--- config.mk ---
export PLATFORM = sky130hd
export DESIGN_NAME = fetch_seq
export DESIGN_NICKNAME = d
export VERILOG_FILES = /design/src/rtl/fetch_pkg.sv /design/src/rtl/wait_cnt.sv /design/src/rtl/fetch_seq.sv
export SDC_FILE = /design/constraint.sdc
export NUM_CORES = 1
export LEC_CHECK = 0
export BUFFER_PORTS_ARGS = -buffer_cell sky130_fd_sc_hd__buf_2
export CAP_MARGIN = 15
export CORE_MARGIN = 5
export CORE_UTILIZATION = 50
export CTS_BUF_LIST = sky130_fd_sc_hd__clkbuf_8 sky130_fd_sc_hd__clkbuf_16
export CTS_CLUSTER_SIZE = 16
export DETAILED_ROUTE_END_ITERATION = 8
export PLACE_DENSITY = 0.79
export SLEW_MARGIN = 20
export SYNTH_ARGS = -nofsm -noshare
export SYNTH_HDL_FRONTEND = slang
export SYNTH_SLANG_ARGS = --single-unit
--- constraint.sdc ---
create_clock -name clk -period 5.8 [get_ports clk]
set_clock_uncertainty 0.2 [all_clocks]
set_input_delay 0 -clock clk [delete_from_list [all_inputs] [get_ports clk]]
set_output_delay 0 -clock clk [all_outputs]
set_load 0.03 [all_outputs]
--- src/rtl/fetch_pkg.sv ---
// Shared opcode, state and instruction-field definitions for the fetch sequencer.
package fetch_pkg;

  localparam logic [3:0] OP_NOP  = 4'h0;
  localparam logic [3:0] OP_LD   = 4'h1;
  localparam logic [3:0] OP_ST   = 4'h2;
  localparam logic [3:0] OP_JMP  = 4'h3;
  localparam logic [3:0] OP_JZ   = 4'h4;
  localparam logic [3:0] OP_HALT = 4'hF;

  localparam logic [2:0] S_IDLE   = 3'd0;
  localparam logic [2:0] S_FETCH  = 3'd1;
  localparam logic [2:0] S_DECODE = 3'd2;
  localparam logic [2:0] S_OPER   = 3'd3;
  localparam logic [2:0] S_HALT   = 3'd4;

  function automatic logic [3:0] op_field(input logic [7:0] word);
    return word[7:4];
  endfunction

  function automatic logic [3:0] opnd_field(input logic [7:0] word);
    return word[3:0];
  endfunction

endpackage

--- src/rtl/wait_cnt.sv ---
// Wait-state counter shared by FETCH and OPER; wraps to zero after LAST.
module wait_cnt #(
  parameter int unsigned WAIT_W = 3,
  parameter int unsigned LAST   = 3
) (
  input  logic clk_i,
  input  logic rst_i,
  input  logic clr_i,
  input  logic en_i,
  output logic tc_o,
  output logic tc_nxt_o
);

  localparam logic [WAIT_W-1:0] LAST_C = WAIT_W'(LAST);

  logic [WAIT_W-1:0] cnt_q, cnt_d;

  // next count: clear, advance with wrap, or hold
  always_comb begin
    cnt_d = cnt_q;
    if (clr_i) begin
      cnt_d = '0;
    end else if (en_i) begin
      cnt_d = (cnt_q == LAST_C) ? '0 : cnt_q + WAIT_W'(1);
    end else begin
      cnt_d = cnt_q;
    end
  end

  // count register
  always_ff @(posedge clk_i) begin
    if (rst_i) begin
      cnt_q <= '0;
    end else begin
      cnt_q <= cnt_d;
    end
  end

  assign tc_o     = (cnt_q == LAST_C);
  // lets the owner register a pulse that lines up with the terminal cycle
  assign tc_nxt_o = (cnt_d == LAST_C);

endmodule

--- src/rtl/fetch_seq.sv ---
// Instruction-fetch sequencer: owns pc/ir, decodes the tiny ISA and paces the
// address pipeline with wait states before each fetch and operand access.
module fetch_seq
  import fetch_pkg::*;
#(
  parameter int unsigned ADDR_LAT = 3,
  parameter int unsigned MEM_LAT  = 1,
  parameter int unsigned WAIT_W   = 3
) (
  input  logic       clk,
  input  logic       rst,
  input  logic       run,
  input  logic [7:0] instr,
  input  logic       zero,
  output logic [3:0] D0,
  output logic [3:0] D1,
  output logic       Ctl,
  output logic       rd_stb,
  output logic       wr_stb,
  output logic       halted,
  output logic [3:0] pc
);

  localparam int unsigned N = ADDR_LAT + MEM_LAT;

  logic [2:0] state_q, state_d;
  logic [3:0] pc_q, pc_d;
  logic [7:0] ir_q, ir_d;
  logic       ctl_q, ctl_d;
  logic       rd_q, rd_d;
  logic       wr_q, wr_d;
  logic       halted_q, halted_d;
  logic       cnt_clr, cnt_en, cnt_tc, cnt_tc_nxt;
  logic [3:0] op;

  assign op = op_field(ir_q);

  wait_cnt #(
    .WAIT_W (WAIT_W),
    .LAST   (N - 1)
  ) u_wait_cnt (
    .clk_i    (clk),
    .rst_i    (rst),
    .clr_i    (cnt_clr),
    .en_i     (cnt_en),
    .tc_o     (cnt_tc),
    .tc_nxt_o (cnt_tc_nxt)
  );

  // sequencing FSM with pc/ir updates
  always_comb begin
    state_d = state_q;
    pc_d    = pc_q;
    ir_d    = ir_q;
    cnt_clr = 1'b0;
    cnt_en  = 1'b0;
    case (state_q)
      S_IDLE: begin
        cnt_clr = 1'b1;
        if (run) state_d = S_FETCH;
        else     state_d = S_IDLE;
      end
      S_FETCH: begin
        cnt_en = 1'b1;
        if (cnt_tc) begin
          ir_d    = instr;
          pc_d    = pc_q + 4'd1;
          state_d = S_DECODE;
        end else begin
          state_d = S_FETCH;
        end
      end
      S_DECODE: begin
        cnt_clr = 1'b1;
        case (op)
          OP_NOP:  state_d = S_FETCH;
          OP_JMP: begin
            pc_d    = opnd_field(ir_q);
            state_d = S_FETCH;
          end
          OP_JZ: begin
            if (zero) pc_d = opnd_field(ir_q);
            else      pc_d = pc_q;
            state_d = S_FETCH;
          end
          OP_LD, OP_ST: state_d = S_OPER;
          OP_HALT:      state_d = S_HALT;
          default:      state_d = S_FETCH;
        endcase
      end
      S_OPER: begin
        cnt_en = 1'b1;
        if (cnt_tc) state_d = S_FETCH;
        else        state_d = S_OPER;
      end
      S_HALT: begin
        cnt_clr = 1'b1;
        state_d = S_HALT;
      end
      default: begin
        cnt_clr = 1'b1;
        state_d = S_IDLE;
      end
    endcase
  end

  // outputs are decoded from the next state so they arrive with state entry
  always_comb begin
    ctl_d    = (state_d == S_OPER);
    halted_d = (state_d == S_HALT);
    rd_d     = (state_d == S_OPER) && cnt_tc_nxt && (op == OP_LD);
    wr_d     = (state_d == S_OPER) && cnt_tc_nxt && (op == OP_ST);
  end

  // state and output registers
  always_ff @(posedge clk) begin
    if (rst) begin
      state_q  <= S_IDLE;
      pc_q     <= 4'd0;
      ir_q     <= 8'd0;
      ctl_q    <= 1'b0;
      rd_q     <= 1'b0;
      wr_q     <= 1'b0;
      halted_q <= 1'b0;
    end else begin
      state_q  <= state_d;
      pc_q     <= pc_d;
      ir_q     <= ir_d;
      ctl_q    <= ctl_d;
      rd_q     <= rd_d;
      wr_q     <= wr_d;
      halted_q <= halted_d;
    end
  end

  assign D0     = pc_q;
  assign pc     = pc_q;
  assign D1     = opnd_field(ir_q);
  assign Ctl    = ctl_q;
  assign rd_stb = rd_q;
  assign wr_stb = wr_q;
  assign halted = halted_q;

endmodule
### Word level (Yosys, flattened, before mapping)

Cells that the tools add are included.

* add/subtract/negate cells: 2
* equal/unequal tests: 16
* multiplexer cells: 13
* reductions and logical operators: 9

Operators with widths (number)
* 4-bit case mux with 2 select lines: 2
* 3-bit by 2-bit == test with 1-bit output, second input constant: 5
* 3-bit case mux with 5 select lines: 1
* 3-bit two-way mux: 3
* 4-bit by 2-bit == test with 1-bit output, second input constant: 2
* 4-bit two-way mux: 2
* 3-bit == test, second input constant: 2
* 3-bit case mux with 2 select lines: 1
* 4-bit by 1-bit adder with 4-bit output, second input constant: 1
* 4-bit by 1-bit == test with 1-bit output, second input constant: 1
* 4-bit by 3-bit == test with 1-bit output, second input constant: 1
* 4-bit == test, second input constant: 1
* 2-bit two-way mux: 2
* 4-bit AND reduction: 1
* 2-bit OR reduction: 2
* 3-bit by 1-bit adder with 3-bit output, second input constant: 1
* 3-bit by 1-bit == test with 1-bit output, second input constant: 1
* 1-bit logical AND: 3
* 3-bit zero test: 1
* 3-bit by 2-bit inequality test with 1-bit output, second input constant: 1
* 3-bit inequality test, second input constant: 1
* 1-bit two-way mux: 2
* 2-bit inequality test, second input constant: 1
* 2-bit AND reduction: 1
* 2-bit nonzero test: 1

* bits in registers: 22
* input bits: 12
* output and inout bits: 16
* word-level logic and storage cells: 48

### Logic depth before layout (Yosys ltp)

Gate-level depths: netlist of the first run.

* word-level depth: 8
* depth in mapped cells: 7
* mapped depth without buffers: 6

### By module

A second synthesis of the first run with hierarchy kept.

* cell total of the unflattened synthesis: 130
* area total of the unflattened synthesis: 1098.6 um^2

Modules (own cells, without submodules)
* fetch_seq: instances 1, cells each 109, area each 919.6 um^2
* wait_cnt: instances 1, cells each 21, area each 178.9 um^2

### Worst setup path after synthesis of the first run

Ideal clock, no wire load.

* path kind: register to register
* from: reg u_wait_cnt.cnt_q[0]
* to: reg pc_q[2] (netlist: D0[2])
* library setup time: 0.117 ns
* arrival: 1.636 ns
* required time: 5.483 ns
* slack: 3.846 ns
* cell stages (with the launch flop): 8
* buffers on the path: 1
* clock period less this slack: 1.954 ns
* cells stage by stage: dfxtp_1 ha_1 and2b_1 or3b_1 buf_6 o31ai_4 o21ai_2 a32o_1

* longest elaborated chain between the ends: 3

RTL lines
* start, declared: line wait_cnt.sv:16 `logic [WAIT_W-1:0] cnt_q, cnt_d;`
* start signal, assigned: line wait_cnt.sv:35 `cnt_q <= cnt_d;`
* 3-bit by 2-bit == test with 1-bit output: line wait_cnt.sv:39 `assign tc_o = (cnt_q == LAST_C);`
* 2-bit inequality test (no line)
* 4-bit AND reduction (no line)
* end signal, assigned: line fetch_seq.sv:127 `pc_q <= pc_d;`
* end, declared: line fetch_seq.sv:27 `logic [3:0] pc_q, pc_d;`

No other way between the ends.
A chain may end at the register's enable or synchronous reset.

### Worst setup path after layout of the first run

* from: reg u_wait_cnt.cnt_q[0]
* to: reg ir_q[2]

* longest elaborated chain between the ends: 2

RTL lines
* 3-bit by 2-bit == test with 1-bit output: line wait_cnt.sv:39
* 2-bit AND reduction (no line)
* end signal, assigned: line fetch_seq.sv:128 `ir_q <= ir_d;`
* end, declared: line fetch_seq.sv:28 `logic [7:0] ir_q, ir_d;`

No other way between the ends.

==> results of run 1 <==
metal layers:
layer  GRT usage [%]  vias to the layer above
met2            26.9                       28
met3            2.76                        2
met4            5.96                        0
met1            19.9                      413
li1                -                      456
met5               0                        -
through the flow:
stage / hold WS (ns) / utilization (%) / power (uW)
2_1_floorplan: -0.0561 / - / 166
3_3_place_gp: 0.0317 / 53.7 / 169
3_5_place_dp: 0.0408 / 53.7 / 170
4_1_cts: 0.176 / 63.5 / 263
5_1_grt: 0.239 / 63.5 / 274
6_report: 0.178 / 63.5 / 261
worst max-delay path: stages, from the launching register on:
cell	delay (ns)
dfxtp_1	0.36
ha_1	0.22
and2b_1	0.22
or3b_1	0.61
mux2i_1	0.30
nor2_1	0.06
dlygate4sd3_1	0.55
cells in the final DEF (no fill, tap or decap), types with 2 or more instances in the layout:
cell	count
a21oi_1	5
and3b_1	3
buf_2	27
clkbuf_8	3
dfxtp_1	22
dlygate4sd3_1	17
ha_1	2
inv_1	2
mux2i_1	9
nand2_1	6
nand3_1	2
nor2_1	15
nor3_1	2
nor3b_1	2
nor4b_1	2
xor2_1	2
power groups by stage:
stage	combinational (uW)	clock, uW	sequential (uW)
2_1_floorplan	9.56	0	156
3_3_place_gp	11.5	0	158
3_5_place_dp	11.8	0	158
4_1_cts	16.5	92.7	154
5_1_grt	18.9	100	154
6_report	17.2	89.3	154
final cells by class:
class                      count  area share, %
timing repair buffer          44           22.4
clock buffer                   3           3.02
inverter                       2          0.550
sequential                    22           32.3
multi-input combinational     74           39.2
tap                           28           2.57
logic make-up (layout without fill, tap and decap cells):
| kind of cell | count (synthesis) | after routing | share of synthesized area [%] |
|---|---|---|---|
| buf+inv | 16 | 49 | 10.7 |
| xor+xnor | 3 | 3 | 2.41 |
| flops | 22 | 22 | 40.3 |
| mux | 9 | 9 | 8.25 |
| simple gates | 44 | 44 | 24.6 |
| fa+ha+maj | 2 | 2 | 2.29 |
| compound gates | 16 | 16 | 11.5 |
flip-flops by register name (all words and copies together), names as in the netlist:
signal and count:
wr_stb 1, ir_q 8, D0 4, halted 1, rd_stb 1, Ctl 1
state_q 3, u_wait_cnt.cnt_q 3
worst min path at each step:
| stage | start | endpoint | slack [ns] |
|---|---|---|---|
| after floorplan | instr[0] | ir_q[0]$_SDFFE_PP0P_ | -0.06 |
| after global placement | instr[1] | ir_q[1]$_SDFFE_PP0P_ | 0.03 |
| after detailed placement | instr[7] | ir_q[7]$_SDFFE_PP0P_ | 0.04 |
| after CTS | run | Ctl$_SDFF_PP0_ | 0.18 |
| after global routing | run | Ctl$_SDFF_PP0_ | 0.24 |
| final | run | Ctl$_SDFF_PP0_ | 0.18 |
==> qor.yml, run 1 <==
synth:
  synth.yosys.warnings: 0
  synthFlopType: "dfxtp_1"
  post_synth_instance_area_mm2: 0.00109
  synth-edff-count: 0
  synthArstFlopShare_pct: 0
  synth_most_common_cell: "dfxtp_1"
  synth.net_count: 126
  ys_seq_elements: 22
  post_synth_most_frequent_cells: "22 x dfxtp_1, 15 x nor2_1, 9 x buf_4, 9 x mux2i_1, 6 x nand2_1"
  synthCells: 112
  seq_area_frac_synth_pct: 40.3
  post-synth-top-area-fraction_pct: 40.3
  yosys-top-cells-area: "dfxtp_1 40%, mux2i_1 8.2%, buf_4 6.2%, nor2_1 5.2%, buf_6 3.1%"
  ys_types: 40
  post-synth-top-area-cell: "dfxtp_1"
  postSynthAreaPerCell_um2: 9.75
timing:
  maxSlewHeadroom_pct: 63.1
  rsz_0062_raised_after_global_routing: "no"
  period_minus_slack_ns: 2.62
  finalCritPeriodShare_pct: 45.1
  finalWorstSetupSlack_ns: 3.18
  finalSetupTns_ns: 0
  final_max_tran_viols: 0
  finalHoldViolations: 0
  setup_violations: 0
  tightest_slew_ns: 0.551
  maxClockFrequency_mhz: 382
power_and_ir_drop:
  p_per_area_mw_per_mm2: 191
  total_leakage_power_uw: 0.000678
  power_switching_share_pct: 20.2
  vdd.ir_drop.worst_v: 0.000185
  power.share.clock_pct: 34.2
  power_switching_uw: 52.7
  p_int_uw: 208
  seq_power_share_pct: 59.2
  share_comb_of_total_power_pct: 6.6
placement:
  numPlacedInstances: 153
  port_buffers: 27
  gp_congestion: 0.767
  dp_slack_ns: 3.53
  dpl_cell_area_mm2: 0.00115
  detailedPlacementHpwl_mm: 1.53
critical_path:
  r2r_cells: 6
  worst_setup_end_kind: "register"
  timing.rr.end: "ir_q[2]$_SDFFE_PP0P_"
  critical_path_class: "reg2reg"
  arrival_ns: 2.57
  crit_end: "ir_q[2]$_SDFFE_PP0P_"
  critPathLaunchType: "register"
  worst_setup_path_startpoint: "u_wait_cnt.cnt_q[0]$_SDFF_PP0_"
  rr_startpoint: "u_wait_cnt.cnt_q[0]$_SDFF_PP0_"
  worst_ep_required_time_ns: 5.75
  cp_max_fo: 9
  timing.reg2reg.setup_slack_ns: 3.18
cells_and_area:
  stdcell_count: 173
  nFillCells: 163
  antenna_cells_inserted: 0
  post-route-cell-area_mm2: 0.00137
  multi_input_logic_area_um2: 536
  layout.nets: 161
  ff_latch_area_um2: 440
  share_of_cells_above_drive_strength_1_pct: 26.9
  syn_to_final_growth_pct: 25.0
cts:
  max-clock-path-buffers: 2
  cts_inserted_buffers: 3
  post_cts_resized: 0
  cts.sinks: 22
  cts.repair_timing.setup_buffer_count: 0
  cts_hold_buffers: 17
  clock-root-buffer: "clkbuf_8"
  clk_pin_slew_ns: 0.07
  insertion_delay_ns: 0.26
  clock_tree.htree_level_count: 1
  tritoncts: "built"
worst_hold_path:
  worst_hold_stages: 5
  worstHoldPathType: "in2reg"
grt:
  grt_antenna_before_repair: 0
  wire_length_of_the_first_global_routing_pass_mm: 4.04
  grt_start_max_net_pins: 20
  number_of_global_route_vias_before_repair: 870
  grt_usage_pct: 15.9
  globalRoute.totalOverflow: 0
drt:
  antenna_violating_nets_post_route: 0
  avg_wl_per_cell_um: 13.9
  routedLengthMet1_mm: 1.02
  avgViaCountPerCell: 5.20
  top_layer: "met4"
  detailedRoute.firstPassIterationCount: 4
  detailroute.via_count: 899
  drt_wl_total_mm: 2.40
  detailroute.wirelength.met3_um: 139
  initialDrtViolationCount: 36
  wl_met2_mm: 1.23
  drc: 0
floorplanning:
  chipHeight_um: 56.7
  design.die.area_mm2: 0.00322
  total_core_area_mm2: 0.00215
  rows: 17
  initial_utilization_pct: 50.8
  top_level_ports: 28
  die_width_um: 56.7
run:
  max_cap_violations: 0
status:
  status: "finished, final reports clean"
No activity file was read; power rests on OpenSTA's default activity.
==> run 2: changes to the inputs <==
- clock period: 5.8 -> 2.59 ns (I/O delays scaled with it)
==> run 2 against run 1 <==
Sequential cell count stayed put. Combinational power is 120% higher. Cell count is 1.2% higher. Largest power group unchanged. Critical path type unchanged. Highest routed layer unchanged. First-iteration DRC count is 47% lower. Maximum frequency is 5.6% higher. Routed wire length is 4.2% lower. Utilization is 1.3 points higher.
==> qor.yml, run 2 (synthesized netlist as in run 1, its figures left out) <==
status:
  status: "finished, final reports clean"
cells_and_area:
  final_cell_mix: "27 x buf_2, 22 x dfxtp_1, 17 x dlygate4sd3_1"
  top_register: "ir_q"
  layout.nets: 162  # +0.62%
  share_of_cells_above_drive_strength_1_pct: 29.9  # +3.0 points
  syn_to_final_growth_pct: 27.5
  layout_commonest_cell: "buf_2"
  post-route-cell-area_mm2: 0.00139  # +2.0%
  antenna_cells_inserted: 0  # unchanged
  largest_reg_flops: 8  # unchanged
  stdcell_count: 175  # +1.2%
grt:
  grt_start_max_net_pins: 20  # unchanged
  grt_usage_pct: 15.2  # -0.66 points
  number_of_global_route_vias_before_repair: 900  # +3.4%
  wire_length_of_the_first_global_routing_pass_mm: 3.98  # -1.5%
  grt_antenna_before_repair: 0  # unchanged
  globalRoute.totalOverflow: 0  # unchanged
placement:
  port_buffers: 27  # unchanged
  detailedPlacementHpwl_mm: 1.46  # -4.9%
  numPlacedInstances: 154  # +0.65%
  dp_slack_ns: 0.603  # -2.92 ns
  dpl_cell_area_mm2: 0.00116  # +0.65%
  gp_congestion: 0.812  # +5.9%
critical_path:
  r2r_cells: 7  # +1
  arrival_ns: 2.43  # -0.14 ns
  worst_ep_required_time_ns: 2.54  # -3.21 ns
  worst_setup_end_kind: "register"
  critical_path_class: "reg2reg"
  critPathLaunchType: "register"
  cp_max_fo: 8  # -1
timing:
  finalCritPeriodShare_pct: 95.7  # +51 points
  maxSlewHeadroom_pct: 62.6  # -0.47 points
  finalHoldViolations: 0  # unchanged
  setup_violations: 0  # unchanged
  finalWorstSetupSlack_ns: 0.112  # -3.07 ns
  maxClockFrequency_mhz: 404  # +5.6%
  finalSetupTns_ns: 0  # unchanged
  final_max_tran_viols: 0  # unchanged
  tightest_slew_ns: 0.558  # +0.00700 ns
  rsz_0062_raised_after_global_routing: "no"
  period_minus_slack_ns: 2.48  # -0.139 ns
power_and_ir_drop:
  total_leakage_power_uw: 0.000688  # +1.5%
  p_per_area_mw_per_mm2: 450  # +140%
  power_switching_share_pct: 20.5  # +0.32 points
  share_comb_of_total_power_pct: 6.1  # -0.5 points
  seq_power_share_pct: 55.1  # -4.1 points
  vdd.ir_drop.worst_v: 0.000390  # +110%
  power_switching_uw: 129  # +140%
  power.share.clock_pct: 38.8  # +4.6 points
  p_int_uw: 498  # +140%
floorplanning:
  die_width_um: 56.7  # unchanged
  design.die.area_mm2: 0.00322  # unchanged
  initial_utilization_pct: 50.8  # unchanged
  top_level_ports: 28  # unchanged
  total_core_area_mm2: 0.00215  # unchanged
  rows: 17  # unchanged
  chipHeight_um: 56.7  # unchanged
cts:
  max-clock-path-buffers: 2  # unchanged
  cts_inserted_buffers: 3  # unchanged
  clock-root-buffer: "clkbuf_8"
  tritoncts: "built"
  clock_tree.htree_level_count: 1  # unchanged
  clk_pin_slew_ns: 0.07  # about the same
  insertion_delay_ns: 0.26  # about the same
  cts.sinks: 22  # unchanged
drt:
  detailroute.via_count: 897  # -0.22%
  detailedRoute.firstPassIterationCount: 4  # unchanged
  antenna_violating_nets_post_route: 0  # unchanged
  drc: 0  # unchanged
  avg_wl_per_cell_um: 13.1  # -5.3%
  avgViaCountPerCell: 5.13  # -1.4%
  initialDrtViolationCount: 19  # -47%
  drt_wl_total_mm: 2.30  # -4.2%
worst_hold_path:
  worstHoldPathType: "in2reg"
  worst_hold_stages: 5  # unchanged
run:
  max_cap_violations: 0  # unchanged
## run 2: cell count changes in the layout (fill, tap and decap cells not counted)
cell	before	now
clkbuf_8	3	4
and2b_2	0	1
ha_1	2	1
buf_4	0	1
ha_2	0	1
or3b_4	1	2
and2b_1	1	0
or3b_1	1	0
## run 2: cell type report
| cell class | instances | area, um2 |
|---|---|---|
| clock buffer | 4 | 55.1 |
| fill | 174 | 756 |
| inverter | 2 | 7.51 |
| multi-input combinational | 74 | 542 |
| sequential | 22 | 440 |
| tap | 28 | 35.0 |
| timing repair buffer | 45 | 313 |
## run 2: worst max-delay path: stages, from the launching register on
cell           delay (ns)
dfxtp_1              0.36
ha_2                 0.21
and2b_2              0.19
or3b_4               0.40
buf_4                0.20
mux2i_1              0.18
nor2_1               0.06
dlygate4sd3_1        0.57
## run 2: timing repair
action | CTS | global route
gates resized for setup | 0 | 3
buffers inserted | 0 | 0
hold endpoints to repair | 16 | 0
hold buffers | 17 | 0
endpoints found under the setup margin | 0 | 8
## run 2: path summary, 6_finish.rpt
check | startpoint | to | slack (ns)
max | u_wait_cnt.cnt_q[0]$_SDFF_PP0_ | ir_q[1]$_SDFFE_PP0P_ | 0.11
min | run | Ctl$_SDFF_PP0_ | 0.20
max reg2reg | u_wait_cnt.cnt_q[0]$_SDFF_PP0_ | ir_q[1]$_SDFFE_PP0P_ | 0.11
min reg2reg | u_wait_cnt.cnt_q[0]$_SDFF_PP0_ | u_wait_cnt.cnt_q[0]$_SDFF_PP0_ | 0.26
## run 2: power groups by stage
stage | clock network [uW] | registers [uW] | logic [uW]
floorplan | 0 | 350 | 21.4
global placement | 0 | 353 | 25.8
detailed placement | 0 | 353 | 26.4
CTS | 248 | 345 | 36.9
global route | 267 | 346 | 42.2
finish | 243 | 345 | 38.0
## run 2: metrics by stage
step	util, %	total power (uW)	hold slack (ns)
CTS	64.5	630	0.206
floorplan	-	371	-0.0561
global route	64.8	655	0.229
global placement	54.0	379	0.0293
detailed placement	54.0	380	0.0416
finish	64.8	627	0.198
## run 2: layer usage
layer / vias up / part of all wire [%] / global-route usage [%]
met3: 2 / 5.8 / 2.76
met4: 0 / 0.52 / 6.29
met5: - / 0 / 0
li1: 457 / - / -
met1: 415 / 42 / 18.6
met2: 23 / 51 / 25.9
